--- config.mk ---
export PLATFORM = sky130hd
export DESIGN_NAME = acc_cpu_gen2
export DESIGN_NICKNAME = d
export VERILOG_FILES = /design/src/rtl/acc_cpu_gen2.sv
export SDC_FILE = /design/constraint.sdc
export NUM_CORES = 1
export LEC_CHECK = 0
export CORE_MARGIN = 1
export CORE_UTILIZATION = 55
export DETAILED_ROUTE_END_ITERATION = 10
export PLACE_DENSITY_LB_ADDON = 0.08
export SLEW_MARGIN = 5
export SYNTH_ARGS = -nofsm -noshare
export SYNTH_HDL_FRONTEND = slang
export SYNTH_SLANG_ARGS = --single-unit
export TNS_END_PERCENT = 100
--- constraint.sdc ---
create_clock -name i_clk -period 8.4 [get_ports i_clk]
set_input_delay 1.68 -clock i_clk [delete_from_list [all_inputs] [get_ports i_clk]]
set_output_delay 1.68 -clock i_clk [all_outputs]
set_load 0.02 [all_outputs]
--- src/rtl/acc_cpu_gen2.sv ---
// Multi-cycle accumulator CPU: 16-op ISA, zero/carry flags, halt/resume,
// single shared req/ack memory port for fetch, load and store.
module acc_cpu_gen2 #(
    parameter int unsigned DATA_W   = 16,
    parameter int unsigned ADDR_W   = 8,
    parameter int unsigned RESET_PC = 0
) (
    input  logic              i_clk,
    input  logic              i_rst,
    output logic              o_mem_req,
    output logic              o_mem_we,
    output logic [ADDR_W-1:0] o_mem_addr,
    output logic [DATA_W-1:0] o_mem_wdata,
    input  logic              i_mem_ack,
    input  logic [DATA_W-1:0] i_mem_rdata,
    input  logic              i_resume,
    output logic [ADDR_W-1:0] o_pc,
    output logic [DATA_W-1:0] o_acc,
    output logic              o_zero,
    output logic              o_carry,
    output logic              o_halted,
    output logic              o_retire
);

    localparam int unsigned OP_W = 4;

    localparam logic [OP_W-1:0] OP_LDA = 4'h1;
    localparam logic [OP_W-1:0] OP_STA = 4'h2;
    localparam logic [OP_W-1:0] OP_ADD = 4'h3;
    localparam logic [OP_W-1:0] OP_SUB = 4'h4;
    localparam logic [OP_W-1:0] OP_AND = 4'h5;
    localparam logic [OP_W-1:0] OP_OR  = 4'h6;
    localparam logic [OP_W-1:0] OP_XOR = 4'h7;
    localparam logic [OP_W-1:0] OP_LDI = 4'h8;
    localparam logic [OP_W-1:0] OP_JMP = 4'h9;
    localparam logic [OP_W-1:0] OP_JZ  = 4'hA;
    localparam logic [OP_W-1:0] OP_JNZ = 4'hB;
    localparam logic [OP_W-1:0] OP_SHL = 4'hC;
    localparam logic [OP_W-1:0] OP_SHR = 4'hD;
    localparam logic [OP_W-1:0] OP_NOT = 4'hE;
    localparam logic [OP_W-1:0] OP_HLT = 4'hF;

    if (DATA_W < ADDR_W + OP_W) begin : g_bad_width
        $error("acc_cpu_gen2: DATA_W must be >= ADDR_W + 4");
    end

    typedef enum logic [2:0] {
        S_FETCH,
        S_DECODE,
        S_MEM_RD,
        S_MEM_WR,
        S_HALT
    } state_t;

    state_t            state;
    logic [ADDR_W-1:0] pc;
    logic [DATA_W-1:0] acc;
    logic [DATA_W-1:0] ir;
    logic              zero;
    logic              carry;

    logic [OP_W-1:0]   opcode;
    logic [ADDR_W-1:0] operand;
    logic              is_mem_op;
    logic [DATA_W:0]   add_res;
    logic [DATA_W-1:0] alu_acc;
    logic              alu_carry;
    logic              unused_ir;

    assign opcode    = ir[DATA_W-1 -: OP_W];
    assign operand   = ir[ADDR_W-1:0];
    assign unused_ir = &{1'b0, ir};
    assign is_mem_op = (opcode >= OP_LDA) && (opcode <= OP_XOR);
    assign add_res   = {1'b0, acc} + {1'b0, i_mem_rdata};

    // Shared ALU: memory ops take M from the read bus, the rest use ACC/operand only.
    always_comb begin
        alu_acc   = acc;
        alu_carry = carry;
        case (opcode)
            OP_LDA: alu_acc = i_mem_rdata;
            OP_ADD: {alu_carry, alu_acc} = add_res;
            OP_SUB: begin
                alu_acc   = acc - i_mem_rdata;
                alu_carry = i_mem_rdata > acc;
            end
            OP_AND: alu_acc = acc & i_mem_rdata;
            OP_OR:  alu_acc = acc | i_mem_rdata;
            OP_XOR: alu_acc = acc ^ i_mem_rdata;
            OP_LDI: alu_acc = DATA_W'(operand);
            OP_SHL: begin
                alu_carry = acc[DATA_W-1];
                alu_acc   = {acc[DATA_W-2:0], 1'b0};
            end
            OP_SHR: begin
                alu_carry = acc[0];
                alu_acc   = {1'b0, acc[DATA_W-1:1]};
            end
            OP_NOT: alu_acc = ~acc;
            default: ;
        endcase
    end

    // Bus is decoded from registered state so it holds steady until ack; reset kills req at once.
    assign o_mem_req   = !i_rst && ((state == S_FETCH) || (state == S_MEM_RD) || (state == S_MEM_WR));
    assign o_mem_we    = (state == S_MEM_WR);
    assign o_mem_addr  = (state == S_FETCH) ? pc : operand;
    assign o_mem_wdata = acc;
    assign o_retire    = !i_rst && (((state == S_DECODE) && !is_mem_op) ||
                         (((state == S_MEM_RD) || (state == S_MEM_WR)) && i_mem_ack));
    assign o_halted    = (state == S_HALT);
    assign o_pc        = pc;
    assign o_acc       = acc;
    assign o_zero      = zero;
    assign o_carry     = carry;

    always_ff @(posedge i_clk) begin
        if (i_rst) begin
            state <= S_FETCH;
            pc    <= ADDR_W'(RESET_PC);
            acc   <= '0;
            ir    <= '0;
            zero  <= 1'b0;
            carry <= 1'b0;
        end else begin
            case (state)
                S_FETCH: begin
                    if (i_mem_ack) begin
                        ir    <= i_mem_rdata;
                        pc    <= pc + ADDR_W'(1);
                        state <= S_DECODE;
                    end
                end
                S_DECODE: begin
                    state <= S_FETCH;
                    case (opcode)
                        OP_LDA, OP_ADD, OP_SUB, OP_AND, OP_OR, OP_XOR: state <= S_MEM_RD;
                        OP_STA: state <= S_MEM_WR;
                        OP_HLT: state <= S_HALT;
                        OP_JMP: pc <= operand;
                        OP_JZ:  if (zero)  pc <= operand;
                        OP_JNZ: if (!zero) pc <= operand;
                        OP_LDI, OP_SHL, OP_SHR, OP_NOT: begin
                            acc   <= alu_acc;
                            zero  <= (alu_acc == '0);
                            carry <= alu_carry;
                        end
                        default: ;
                    endcase
                end
                S_MEM_RD: begin
                    if (i_mem_ack) begin
                        acc   <= alu_acc;
                        zero  <= (alu_acc == '0);
                        carry <= alu_carry;
                        state <= S_FETCH;
                    end
                end
                S_MEM_WR: begin
                    if (i_mem_ack) state <= S_FETCH;
                end
                S_HALT: begin
                    if (i_resume) state <= S_FETCH;
                end
                default: state <= S_FETCH;
            endcase
        end
    end

endmodule

==> results list, run 1 <==
- Result of the run: finished clean
- Once detail routing completed, the nets flagged for antenna violations numbered 0.
* Final wirelength: approximately 22 mm
- Counting flops and latches in the post-synthesis netlist gives between 40 and 50.
- Worst-path cell chain: clkdlybuf4s50_1, inv_1, ha_1, nor3_1, a2111oi_0, nand2b_1, a32oi_1, o22a_1, or2_2, nor4_1, o2111ai_1, o21ai_1
* Cell type of the slowest stage on the worst timing path: sky130_fd_sc_hd__a2111oi_0
- CP peak stage delay: about 0.95 ns
* Core outline area: between 10000 and 15000 um2
- Power per cell area: 107.4 nW/um2
* Core utilization of the finished layout: 0.6226
- Number of enable-type register cells in the synthesized netlist: 0
* Worst relative slew slack: 0.2818
- The placed instances occupy a cell area of approximately 6600 um2.
- Leakage: between 2 and 2.5 nW
- The first TritonRoute pass finished after 6 iterations.
* Worst hold path cell count: 2
- First-pass GRT wire length: 33.67 mm
- In the final layout, the share of cells above drive strength 1 is 0.07373.
* 1st-iter DRT viols: between 700 and 800
* Hold violation count in the final report: 0
- Post-DR wirelength/cell: roughly 22 um
- For the pin with the worst max-slew slack, the measured transition is roughly 1.1 ns.
- Dividing the final minimum period by the clock period gives 0.6175.
* Clock transition at the registers of the reported paths: 0.11 ns
- The number of clock buffers added by TritonCTS is 5.
- The worst register-to-register path begins at ir[13].
- CTS built an H-tree with a depth of 2.
- In this run the cell area of the synthesized design comes to between 6000 and 7000 um2.
* Max Transition Viols Final: 0
- 0 antenna diodes ended up in the layout.
* Vias after detailed routing: 6875
- Post-placement setup slack: between 3 and 4 ns
- Relative to the synthesized area, the layout overhead comes to 10.15%.
- Async set or reset register ratio after synthesis: 0
- Cell types occupying the most area after synthesis: sky130_fd_sc_hd__dfxtp_1 (13%), sky130_fd_sc_hd__ha_1 (10%), sky130_fd_sc_hd__a21oi_1 (6.0%), sky130_fd_sc_hd__nor2_1 (5.2%), sky130_fd_sc_hd__o21ai_0 (4.5%)
- Among all flip-flop cells after synthesis, the most frequent one is sky130_fd_sc_hd__dfxtp_1.
- Worst R2R End: o_zero
* Vert. Die Dim: around 110 um
- Initial cell density of the core: 0.5652
- IR Drop Worst-Case VDD: around 0.14 mV
* Critical path start-end classification: input pin to register
* Post-route cell area: just under 7000 um2
- Minimum period implied by the final worst setup slack: 5.187 ns
* Data arrival at the endpoint of the critical path: between 5 and 6 ns
- Global placement routability congestion: around 0.97
- RSZ-0062 raised after global routing: false
- Die span in x: ~110 um
- Resized cells post-CTS: 0
- Derived from the worst setup path, the maximum achievable clock frequency is 192.8 MHz.
- Worst clock skew: roughly 0.017 ns
- Element type at the critical path start: input pin
* Hold/Removal Path Class: register to register
- Fill count: 1056
- WHS Endpoint: o_carry
- Cell type contributing the most total cell area after synthesis: sky130_fd_sc_hd__dfxtp_1
- Measured in cells, the most critical reg-to-reg path has a length of 10.
- In the final timing run, aggregate negative setup slack is 0 ns.
- After synthesis, the netlist uses 88 different library cells.
- Yosys instantiated no cell more often than sky130_fd_sc_hd__nor2_1.
* Initial antenna violation count: 0
- After clock tree synthesis, the flow added hold-fix buffers numbering 0.
- Registers take about 830 um2.
* Number of setup violations in the final report: 0
* DRC violation count after routing: 0
- Hold Path Origin: o_carry
* Endpoint required time on the critical path: just under 9 ns
- In the final design database the tool counted between 900 and 1000 nets.
* Post-layout worst setup margin: between 3 and 4 ns
* Total routing usage reported by global routing: 0.3763
- Clock latency of the later-clocked register in the worst-skew pair: ~0.34 ns
* Share of synthesized area occupied by flip-flops and latches: 0.1340
- After layout, the design draws a total of 0.0007246 W.
- Yosys printed 0 warnings.
* Number of ports placed on the die boundary: 74
- CTS tree: built
* Maxcap violations: 0
- Fraction of synthesized cell area taken by the top area cell type: 0.1340
- Counting every net in the synthesized netlist gives between 900 and 1000.
- Once detailed placement completed, the half-perimeter wirelength came to ~15 mm.
- After technology mapping, the gate count stands at 860.
- For flop-to-flop paths, the worst setup slack is 3.85 ns.
- Average cell area after synthesis: between 7 and 8 um2
* Via-to-Cell Ratio: approximately 7
- In the synthesized netlist, the cells that appear most often are sky130_fd_sc_hd__nor2_1 (85), sky130_fd_sc_hd__a21oi_1 (74), sky130_fd_sc_hd__nand2_1 (61).
- Total number of clock tree sinks: 41
- Max FO, Critical Path: 14
- Row generation in the floorplan step produced 38 rows.
- Input and output buffers added on the ports amount to 73.
* Multi-input logic area: 4647 um2
- Post-CTS Setup Repair Bufs: 0
- The root buffer cell chosen for the clock tree is sky130_fd_sc_hd__clkbuf_8.
- Buffers from clock root to sink, at most: 2
* Sum of overflow across all layers after global routing: 0
- Pin count of the biggest net entering global routing: between 60 and 70
- The die covers 11570 um2.
* Number of global-route vias before repair: between 6000 and 7000
* Setup crit end kind: register
registers in the layout, summed over array words and instances, names as in the netlist:
signal,flops
o_acc,16
ir,12
o_pc,8
state,3
o_zero,1
o_carry,1
worst max-delay path: cells and delay by family:
kind,cells,cell delay [ns]
AOI/OAI and AO/OA,5,1.52
adders and majority gates,1,0.55
buffers and inverters,2,0.66
and+or+nand+nor,4,1.06
per-layer routing:
metal  share of wire  vias up  wire [um]  global-route usage
met5               0        -          0                   0
met1            0.43     3231       9303              0.5057
met4           0.051        0       1121              0.1986
met2            0.43      415       9409              0.5751
met3           0.093       83       2033             0.05872
li1                -     3146          -                   -
power by group:
group | internal (W) | switching (W) | leakage [nW]
Sequential | 0.000203 | 0.0000160 | 0.335
Clock | 0.0000893 | 0.0000928 | 0.0543
Combinational | 0.000123 | 0.000200 | 2.07
Total | 0.000415 | 0.000309 | 2.46
worst max path at each step:
| stage | start | to | slack [ns] | cells past startpoint |
|---|---|---|---|---|
| final | i_mem_rdata[3] | o_zero | 3.21 | 12 |
| after global routing | i_mem_rdata[3] | o_zero | 3.09 | 12 |
| after CTS | i_mem_rdata[3] | o_zero | 3.37 | 12 |
| after detailed placement | i_mem_rdata[3] | o_zero | 3.04 | 12 |
| after global placement | i_mem_rdata[3] | o_zero | 3.00 | 12 |
| after floorplan | i_rst | o_mem_req | 4.17 | 3 |
layout by cell type (no fill, tap or decap), types with 5 or more instances in the layout:
master                            Yosys  layout
sky130_fd_sc_hd__nor2_1              85      85
sky130_fd_sc_hd__a21oi_1             74      73
sky130_fd_sc_hd__clkdlybuf4s50_1      0      73
sky130_fd_sc_hd__nand2_1             61      61
sky130_fd_sc_hd__o21ai_0             55      55
sky130_fd_sc_hd__ha_1                51      51
sky130_fd_sc_hd__inv_1               46      46
sky130_fd_sc_hd__dfxtp_1             41      37
sky130_fd_sc_hd__nor3_1              26      26
sky130_fd_sc_hd__nand2b_1            21      21
sky130_fd_sc_hd__nand3_1             20      20
sky130_fd_sc_hd__nor2b_1             17      17
sky130_fd_sc_hd__mux2i_1             17      17
sky130_fd_sc_hd__a211oi_1            16      16
sky130_fd_sc_hd__nand4_1             12      12
sky130_fd_sc_hd__nor3b_1             10      10
sky130_fd_sc_hd__or3_1               10      10
sky130_fd_sc_hd__mux2_2              10      10
sky130_fd_sc_hd__buf_4               26      10
sky130_fd_sc_hd__o22ai_1              9       9
sky130_fd_sc_hd__nand3b_1             9       9
sky130_fd_sc_hd__and3_1               9       9
sky130_fd_sc_hd__o211ai_1             9       9
sky130_fd_sc_hd__a21o_1               8       8
sky130_fd_sc_hd__a22oi_1              8       8
sky130_fd_sc_hd__and2_1               7       7
sky130_fd_sc_hd__o221ai_1             7       7
sky130_fd_sc_hd__o21ai_1              6       6
sky130_fd_sc_hd__a31oi_1              6       6
sky130_fd_sc_hd__a22o_1               6       6
sky130_fd_sc_hd__nor4_1               5       5
sky130_fd_sc_hd__o2bb2ai_1            5       5
sky130_fd_sc_hd__a2bb2oi_1            5       5
sky130_fd_sc_hd__a221oi_1             5       5
sky130_fd_sc_hd__clkbuf_8             0       5
cells by family (layout without fill, tap and decap cells):
kind of cell	count (synthesis)	count (layout)	share of synthesized area
compound gates	284	284	0.3204
xor+xnor	3	3	0.004289
fa+ha+maj	53	53	0.1107
buf+inv	131	139	0.1082
flops	41	41	0.1340
mux	28	28	0.04860
simple gates	320	320	0.2738
layout make-up:
type,count,share of cell area
Clock buffer,5,0.01020
Clock inverter,3,0.006859
Inverter,48,0.02670
Multi-Input combinational cell,688,0.6885
Sequential cell,41,0.1224
Tap cell,140,0.02595
Timing Repair Buffer,83,0.1194
per-stage QoR:
| step | instances | hold WS (ns) |
|---|---|---|
| floorplan | 860 | 0.4521 |
| global placement | 1000 | 0.4599 |
| detailed placement | 1000 | 0.4701 |
| CTS | 1008 | 0.4884 |
| global route | 1008 | 0.5228 |
| finish | 1008 | 0.4938 |
(Power assumes the default switching activity.)
==> inputs of run 2 (changes only) <==
CORE_UTILIZATION = 53   (was 55)
clock period = 4.45 ns   (was 8.4 ns; I/O delays follow)
==> run 2 against run 1 <==
Against the previous run:
- worst hold slack lost 0.017 ns
- critical path type unchanged
- sequential cell count is the same
- register-to-register slack worse by 3.0 ns
- sequential share of layout area decreased by 0.28 points
- clock power rose by 150%
==> results list, run 2 (synthesis results as in run 1) <==
- Core outline area: 11030 um2 (was 10840 um2)
* First-pass GRT wire length: 34.71 mm (was 33.67 mm)
- Number of placement rows: 38 (unchanged)
- DRT Pass-1 Iters: 6 (unchanged)
- Maxcap violations: 0 (unchanged)
* Fin Setup TNS: 0 ns (unchanged)
* Vias after detailed routing: 6953 (was 6875)
* Setup crit end kind: register (unchanged)
- The max-slew violation count came to 0 (unchanged).
- Endpoint required time on the critical path: 4.68 ns (was 8.68 ns)
- The reg-to-reg critical path startpoint is o_acc[4] (was ir[13]).
- Global placement routability congestion: 1.024 (was 0.9711)
- Cell type of the slowest stage on the worst timing path: sky130_fd_sc_hd__a2111oi_0 (unchanged)
- The number of nets with antenna violations after detailed routing is 0 (unchanged).
- Proportion of layout cells with a drive suffix above 1: 0.08740 (was 0.07373)
* IR Drop Worst-Case VDD: 0.1930 mV (was 0.1378 mV)
- Num CTS Buffers: 5 (unchanged)
- The number of flip-flops under the largest register name was 16 (unchanged).
* Element type at the critical path start: input pin (unchanged)
- Leading cell type in the layout, fill and taps excluded: sky130_fd_sc_hd__nor2_1 (unchanged)
- Total number of clock tree sinks: 41 (unchanged)
- The overall global routing resource usage came to 0.3805 (was 0.3763).
- The clock period could shrink to slightly above 4 ns.
- Depth of the critical timing path with buffers and inverters included: 12 (unchanged)
- Via-to-Cell Ratio: 6.803 (was 6.820)
- The maximum fanout encountered on the critical timing path came to 13 (was 14).
* Period utilisation layout: 0.9290
* Number of ports placed on the die boundary: 74 (unchanged)
- The transition time at the pin with the least slew margin came to 1.027 ns (was 1.050 ns).
- Initial antenna violation count: 2 (was 0)
- Register-to-register path setup slack: 0.88 ns (was 3.85 ns)
* Grt met2 use: 0.5952 (was 0.5751)
- Vert. Die Dim: 109.5 um (was 107.5 um)
* Worst relative slew slack: 0.2973 (was 0.2818)
* Critical path endpoint: o_zero (unchanged)
- The width of the die is 109.5 um (was 107.5 um).
- Number of port buffers: 73 (unchanged)
* CTS tree: built (unchanged)
- Initial cell density of the core: 0.5555 (was 0.5652)
* Critical path origin: i_mem_rdata[4] (was i_mem_rdata[3])
- The combinational cell fraction of total power came to 0.415 (was 0.446).
* Most frequent cells in the layout: sky130_fd_sc_hd__nor2_1 (85), sky130_fd_sc_hd__a21oi_1 (73), sky130_fd_sc_hd__clkdlybuf4s50_1 (73), sky130_fd_sc_hd__nand2_1 (61), sky130_fd_sc_hd__o21ai_0 (55) (unchanged)
- The switching power is 0.0005999 W (was 0.0003091 W).
- Power per cell area: 216.3 nW/um2 (was 107.4 nW/um2)
* Multi-input logic area: 4647 um2 (unchanged)
* Number of global-route vias before repair: 6344 (was 6254)
* Routing layer with the top usage in global route: met2 (unchanged)
- RSZ-0062 raised after global routing: false (unchanged)
- Worst-path cell chain: clkdlybuf4s50_1, inv_1, ha_1, nor3_1, a2111oi_0, o31ai_1, nor4_1, buf_4, o221ai_1, nor4_1, o2111ai_1, o21ai_1 (was clkdlybuf4s50_1, inv_1, ha_1, nor3_1, a2111oi_0, nand2b_1, a32oi_1, o22a_1, or2_2, nor4_1, o2111ai_1, o21ai_1)
- Die area: 11990 um2 (was 11570 um2)
* Area grow syn2layout: 12.70% (was 10.15%)
- The depth of the worst register-to-register path is 11 (was 10).
* Most numerous cell on the critical path: sky130_fd_sc_hd__nor4_1
- The internal portion of total power is 0.0008937 W (was 0.0004155 W).
- Post-placement setup slack: 0.1784 ns (was 3.036 ns)
* Net total in the final layout: 953 (was 940)
- Crit path buf inv count: 3 (was 2)
* Result of the run: finished clean (unchanged)
- Hold/Removal Path Class: register to register (unchanged)
* Global-route met1 utilization: 0.5085 (was 0.5057)
- F_max: ~240 MHz
* GR Layer Usage met3: 0.05691 (was 0.05872)
* DRC violation count after routing: 0 (unchanged)
- Maximum level of the CTS H-tree: 2 (unchanged)
- Hold Worst Slack: 0.4773 ns (was 0.4938 ns)
- The total of endpoints with negative setup slack in the final report came to 0 (unchanged).
- The number of failing hold endpoints at the final stage came to 0 (unchanged).
- The number of violations reported at the end of detailed-routing iteration 0 is 829 (was 798).
- Top cell family by delay on the critical path: compound AO/OA/AOI/OAI gates (unchanged)
* Buffers from clock root to sink, at most: 2 (unchanged)
- The number of buffers inserted by post-CTS setup repair is 0 (unchanged).
* Post-layout worst setup margin: 0.3161 ns (was 3.213 ns)
* Count of hold-fix buffers inserted at cts: 0 (unchanged)
* Final wirelength: 22.38 mm (was 21.87 mm)
- The routed wirelength normalized by instance count was 21.90 um (was 21.69 um).
* Critical path start-end classification: input pin to register (unchanged)
- Worst R2R End: o_zero (unchanged)
* Register area: 825.8 um2 (unchanged)
- The number of instances resized during post-cts repair came to 0 (unchanged).
- The clock latency at the later pin of the worst-skew pair came to 0.30 ns (was 0.34 ns).
- The delay of the slowest cell on the worst path was 0.93 ns (was 0.95 ns).
- Core utilization of the finished layout: 0.6260 (was 0.6226)
- Clock transition at the registers of the reported paths: 0.07 ns (was 0.11 ns)
- The total power draw was 0.001494 W (was 0.0007246 W).
- The switching share of power is 0.4017 (was 0.4266).
- Leakage: 2.551 nW (was 2.461 nW)
- Worst clock skew: 0.003731 ns (was 0.01662 ns)
- The proportion of power drawn by the clock network came to 0.300 (was 0.251).
* Pin count of the biggest net entering global routing: 40 (was 64)
* Half-perimeter wire length after placement: 16.20 mm (was 15.28 mm)
- Fill count: 1016 (was 1056)
* Relative contribution of sequential cells to total power: 0.285 (was 0.302)
- Data arrival at the endpoint of the critical path: 4.36 ns (was 5.46 ns)
- The root buffer cell is sky130_fd_sc_hd__clkbuf_16 (was sky130_fd_sc_hd__clkbuf_8).
* Sum of overflow across all layers after global routing: 0 (unchanged)
## run 2: cell types whose count changed in the layout (fill, tap and decap cells not counted)
cell	change
sky130_fd_sc_hd__diode_2	+1
sky130_fd_sc_hd__clkbuf_16	+5
sky130_fd_sc_hd__buf_4	+13
sky130_fd_sc_hd__clkbuf_8	-5
## run 2: through the flow
stage	std cells	instance area (um2)
floorplan	860	6127
global placement	1013	6731
detailed placement	1013	6731
CTS	1021	6903
global route	1021	6903
finish	1022	6905
## run 2: worst min-delay path by stage
stage	startpoint	endpoint	slack, ns	cells past startpoint
finish	o_carry	o_carry	0.48	2
global placement	o_carry	o_carry	0.45	2
global route	o_carry	o_carry	0.50	2
detailed placement	o_carry	o_carry	0.46	2
floorplan	ir[0]	ir[0]	0.45	2
CTS	o_carry	o_carry	0.47	2
## run 2: area by class of cell
type	count	share of cell area
Clock buffer	5	0.01812
Sequential cell	41	0.1196
Antenna cell	1	0.0003624
Clock inverter	3	0.006704
Tap cell	140	0.02537
Timing Repair Buffer	96	0.1308
Multi-Input combinational cell	688	0.6729
Inverter	48	0.02609
## run 2: power groups by stage
stage / logic, W / registers, W / clock network (W)
2_1_floorplan: 0.000431 / 0.000416 / 0
3_3_place_gp: 0.000592 / 0.000430 / 0
3_5_place_dp: 0.000599 / 0.000432 / 0
4_1_cts: 0.000602 / 0.000424 / 0.000446
5_1_grt: 0.000660 / 0.000429 / 0.000463
6_report: 0.000620 / 0.000426 / 0.000448
## run 2: worst reg2reg max path: stages, from the launching register on
cell,delay [ns]
sky130_fd_sc_hd__dfxtp_1,0.57
sky130_fd_sc_hd__inv_1,0.12
sky130_fd_sc_hd__ha_1,0.55
sky130_fd_sc_hd__nor3_1,0.12
sky130_fd_sc_hd__a2111oi_0,0.93
sky130_fd_sc_hd__o31ai_1,0.19
sky130_fd_sc_hd__nor4_1,0.21
sky130_fd_sc_hd__buf_4,0.18
sky130_fd_sc_hd__o221ai_1,0.10
sky130_fd_sc_hd__nor4_1,0.27
sky130_fd_sc_hd__o2111ai_1,0.15
sky130_fd_sc_hd__o21ai_1,0.11
## run 2: routing by layer
metal	share of wire	up-vias
li1	-	3189
met2	0.44	442
met4	0.044	2
met5	0.00054	-
met3	0.10	81
met1	0.41	3239
==> inputs of run 3 (changes only) <==
--- a/config.mk
+++ b/config.mk
@@ -9,2 +9,3 @@
 export CORE_UTILIZATION = 53
+export CTS_CLUSTER_DIAMETER = 40
 export DETAILED_ROUTE_END_ITERATION = 10
--- a/constraint.sdc
+++ b/constraint.sdc
@@ -3,2 +3,2 @@
 set_output_delay 0.89 -clock i_clk [all_outputs]
-set_load 0.02 [all_outputs]
+set_load 0.1 [all_outputs]
==> run 3 against run 2 <==
Against the previous run:
- final cell count rose by 0.29%
- fmax up 0.25%
- sequential cell count unchanged
- clock power decreased by 1%
- register-to-register slack improved by 0.02 ns
- clock skew hardly changed
- clock-buffer cell count increased by 1
- routed wire length rose by 2.3%
- non-clock buffer count is 4 higher
- sequential power increased by 0.9%
- critical path type unchanged
==> results list, run 3 (synthesis results as in run 1) <==
- The number of nets in the layout is 957 (was 953).
* Instance count after placement with tap cells included: 1017 (was 1013)
* Core outline area: 11030 um2 (unchanged)
- The number of failing hold endpoints at the final stage is 0 (unchanged).
- The count of buffers inserted at the top-level ports is 73 (unchanged).
- Post-CTS Setup Repair Bufs: 0 (unchanged)
* Remaining antenna violation count: 0 (unchanged)
- The total of endpoints with negative setup slack in the final report came to 0 (unchanged).
* Die area: 11990 um2 (unchanged)
* Die span in x: 109.5 um (unchanged)
- Post-layout worst setup margin: 0.3266 ns (was 0.3161 ns)
* Clock latency of the later-clocked register in the worst-skew pair: 0.30 ns (about the same)
* 1st-iter DRT viols: 942 (was 829)
- The number of instances resized during post-cts repair is 0 (unchanged).
* Global placement routability congestion: 0.9942 (was 1.024)
- Post-placement setup slack: 0.1607 ns (was 0.1784 ns)
- The top-level I/O count came to 74 (unchanged).
- The overall global routing resource usage is 0.3877 (was 0.3805).
- Critical path origin: i_mem_rdata[0] (was i_mem_rdata[4])
- The via count came to 7037 (was 6953).
- The portion of the clock cycle consumed by the worst path in the final layout is 0.9266 (was 0.9290).
- Worst clock skew: 0.004195 ns (was 0.003731 ns)
- DRT Pass-1 Iters: 5 (was 6)
* Measured slew at the worst slew-check pin: 0.9978 ns (was 1.027 ns)
- Post-DR wirelength/cell: 22.35 um (was 21.90 um)
- The initial core utilization is 0.5555 (unchanged).
- The leading cell type in the layout, fill and taps excluded is sky130_fd_sc_hd__nor2_1 (unchanged).
- The startpoint type of the worst setup path is an input pin (unchanged).
- Result of the run: finished clean (unchanged).
* Number of global-route vias before repair: 6419 (was 6344)
* Critical path start-end classification: input pin to register (unchanged)
- Hold/Removal Path Class: register to register (unchanged)
- Number of placement rows: 38 (unchanged)
* Antenna cells: 0 (was 1)
* Vert. Die Dim: 109.5 um (unchanged)
* Final wirelength: 22.91 mm (was 22.38 mm)
* Crit Reg-Reg Startpoint: o_acc[1] (was o_acc[4])
- Worst relative slew slack: 0.3327 (was 0.2973)
- The DRC violation count after routing came to 0 (unchanged).
- Max Transition Viols Final: 0 (unchanged)
* Hold Path Origin: ir[0] (was o_carry)
- The data arrival time of the critical path was 4.35 ns (was 4.36 ns).
- The endpoint kind of the worst setup timing path is a register (unchanged).
- Most frequent cells in the layout: sky130_fd_sc_hd__nor2_1 (85), sky130_fd_sc_hd__a21oi_1 (73), sky130_fd_sc_hd__clkdlybuf4s50_1 (63), sky130_fd_sc_hd__nand2_1 (61), sky130_fd_sc_hd__o21ai_0 (55) (was sky130_fd_sc_hd__nor2_1 (85), sky130_fd_sc_hd__a21oi_1 (73), sky130_fd_sc_hd__clkdlybuf4s50_1 (73), sky130_fd_sc_hd__nand2_1 (61), sky130_fd_sc_hd__o21ai_0 (55))
- Sum of overflow across all layers after global routing: 0 (unchanged)
* CTS tree: built (unchanged)
- RSZ-0062 raised after global routing: false (unchanged).
- The maximum fanout encountered on the critical timing path came to 5 (was 13).
- Power per cell area: 232.1 nW/um2 (was 216.3 nW/um2)
- The leakage component of the power is 2.596 nW (was 2.551 nW).
- The number of flip-flops under the largest register name was 16 (unchanged).
- The required arrival time at the worst endpoint is 4.68 ns (about the same).
* Proportion of layout cells with a drive suffix above 1: 0.1017 (was 0.08740)
- The root buffer cell is sky130_fd_sc_hd__clkbuf_16 (unchanged).
- The highest attainable clock frequency came to 242.5 MHz (was 241.9 MHz).
* Buffers from clock root to sink, at most: 2 (unchanged)
- The filler cell count in the final layout was 1004 (was 1016).
- The half-perimeter wire length of the detailed placement result was 16.60 mm (was 16.20 mm).
- Maximum level of the CTS H-tree: 2 (unchanged)
- Count of hold-fix buffers inserted at cts: 0 (unchanged)
- The initial antenna violation count came to 0 (was 2).
* IR Drop Worst-Case VDD: 0.1868 mV (was 0.1930 mV)
* First-pass GRT wire length: 35.34 mm (was 34.71 mm)
* Non-filler instance count after layout: 1025 (was 1022)
- The final period demand of the worst path was 4.123 ns (was 4.134 ns).
* Clock transition at the registers of the reported paths: 0.07 ns (about the same)
- Pin count of the biggest net entering global routing: 44 (was 40)
* Maxcap violations: 0 (unchanged)
- The clock sink count came to 41 (unchanged).
- Fin Setup TNS: 0 ns (unchanged)
- Via-to-Cell Ratio: 6.865 (was 6.803)
- The area overhead of the layout relative to synthesis is 13.09% (was 12.70%).
- Num CTS Buffers: 5 (unchanged)
## run 3: cell types whose count changed in the layout (fill, tap and decap cells not counted), sizes merged
cell	change
buf	+14
clkbuf	+1
diode	-1
clkdlybuf4s50	-10
clkinvlp	-1
## run 3: per-layer routing
layer / part of all wire / global-route usage / vias up
met3: 0.10 / 0.06520 / 83
met5: 0 / 0 / -
met4: 0.044 / 0.1819 / 0
met2: 0.45 / 0.6208 / 439
met1: 0.41 / 0.5059 / 3325
li1: - / - / 3190
## run 3: critical path: stages
cell,delay (ns)
sky130_fd_sc_hd__clkdlybuf4s50_1,0.56
sky130_fd_sc_hd__ha_1,0.25
sky130_fd_sc_hd__inv_1,0.07
sky130_fd_sc_hd__fa_1,0.43
sky130_fd_sc_hd__nand2b_1,0.19
sky130_fd_sc_hd__a21oi_1,0.41
sky130_fd_sc_hd__mux2i_1,0.26
sky130_fd_sc_hd__nor2_1,0.06
sky130_fd_sc_hd__o32a_1,0.32
sky130_fd_sc_hd__or2_2,0.33
sky130_fd_sc_hd__nor4_1,0.31
sky130_fd_sc_hd__o2111ai_1,0.17
sky130_fd_sc_hd__o21ai_1,0.11
## run 3: power by group
group	switching (W)	leakage, nW	internal [W]	total (W)
Combinational	0.000485	2.18	0.000250	0.000735
Sequential	0.0000466	0.335	0.000384	0.000430
Clock	0.000177	0.0810	0.000267	0.000443
## run 3: layout make-up
class | instances | area, um2 | share of cell area
clock inverters | 2 | 38.79 | 0.005598
well taps | 140 | 175.2 | 0.02528
multi-input cells | 688 | 4647 | 0.6706
inverters | 48 | 180.2 | 0.02600
clock buffers | 6 | 128.9 | 0.01860
repair buffers | 100 | 933.4 | 0.1347
flip-flops and latches | 41 | 825.8 | 0.1192
## run 3: worst paths after layout
check / end / slack [ns] / depth (start not counted)
worst max-delay path: o_zero / 0.33 / 13
worst min-delay path: ir[0] / 0.49 / 2
worst max register to register: o_zero / 0.90 / 11
worst min register to register: ir[0] / 0.49 / 2
## run 3: per-stage QoR
stage / utilization / hold WS, ns / instance area [um2] / power [W]
2_1_floorplan: - / 0.4521 / 6127 / 0.0009555
3_3_place_gp: 0.6130 / 0.4725 / 6761 / 0.001140
3_5_place_dp: 0.6130 / 0.4686 / 6761 / 0.001149
4_1_cts: 0.6282 / 0.4812 / 6929 / 0.001587
5_1_grt: 0.6282 / 0.5283 / 6929 / 0.001668
6_report: 0.6282 / 0.4889 / 6929 / 0.001609
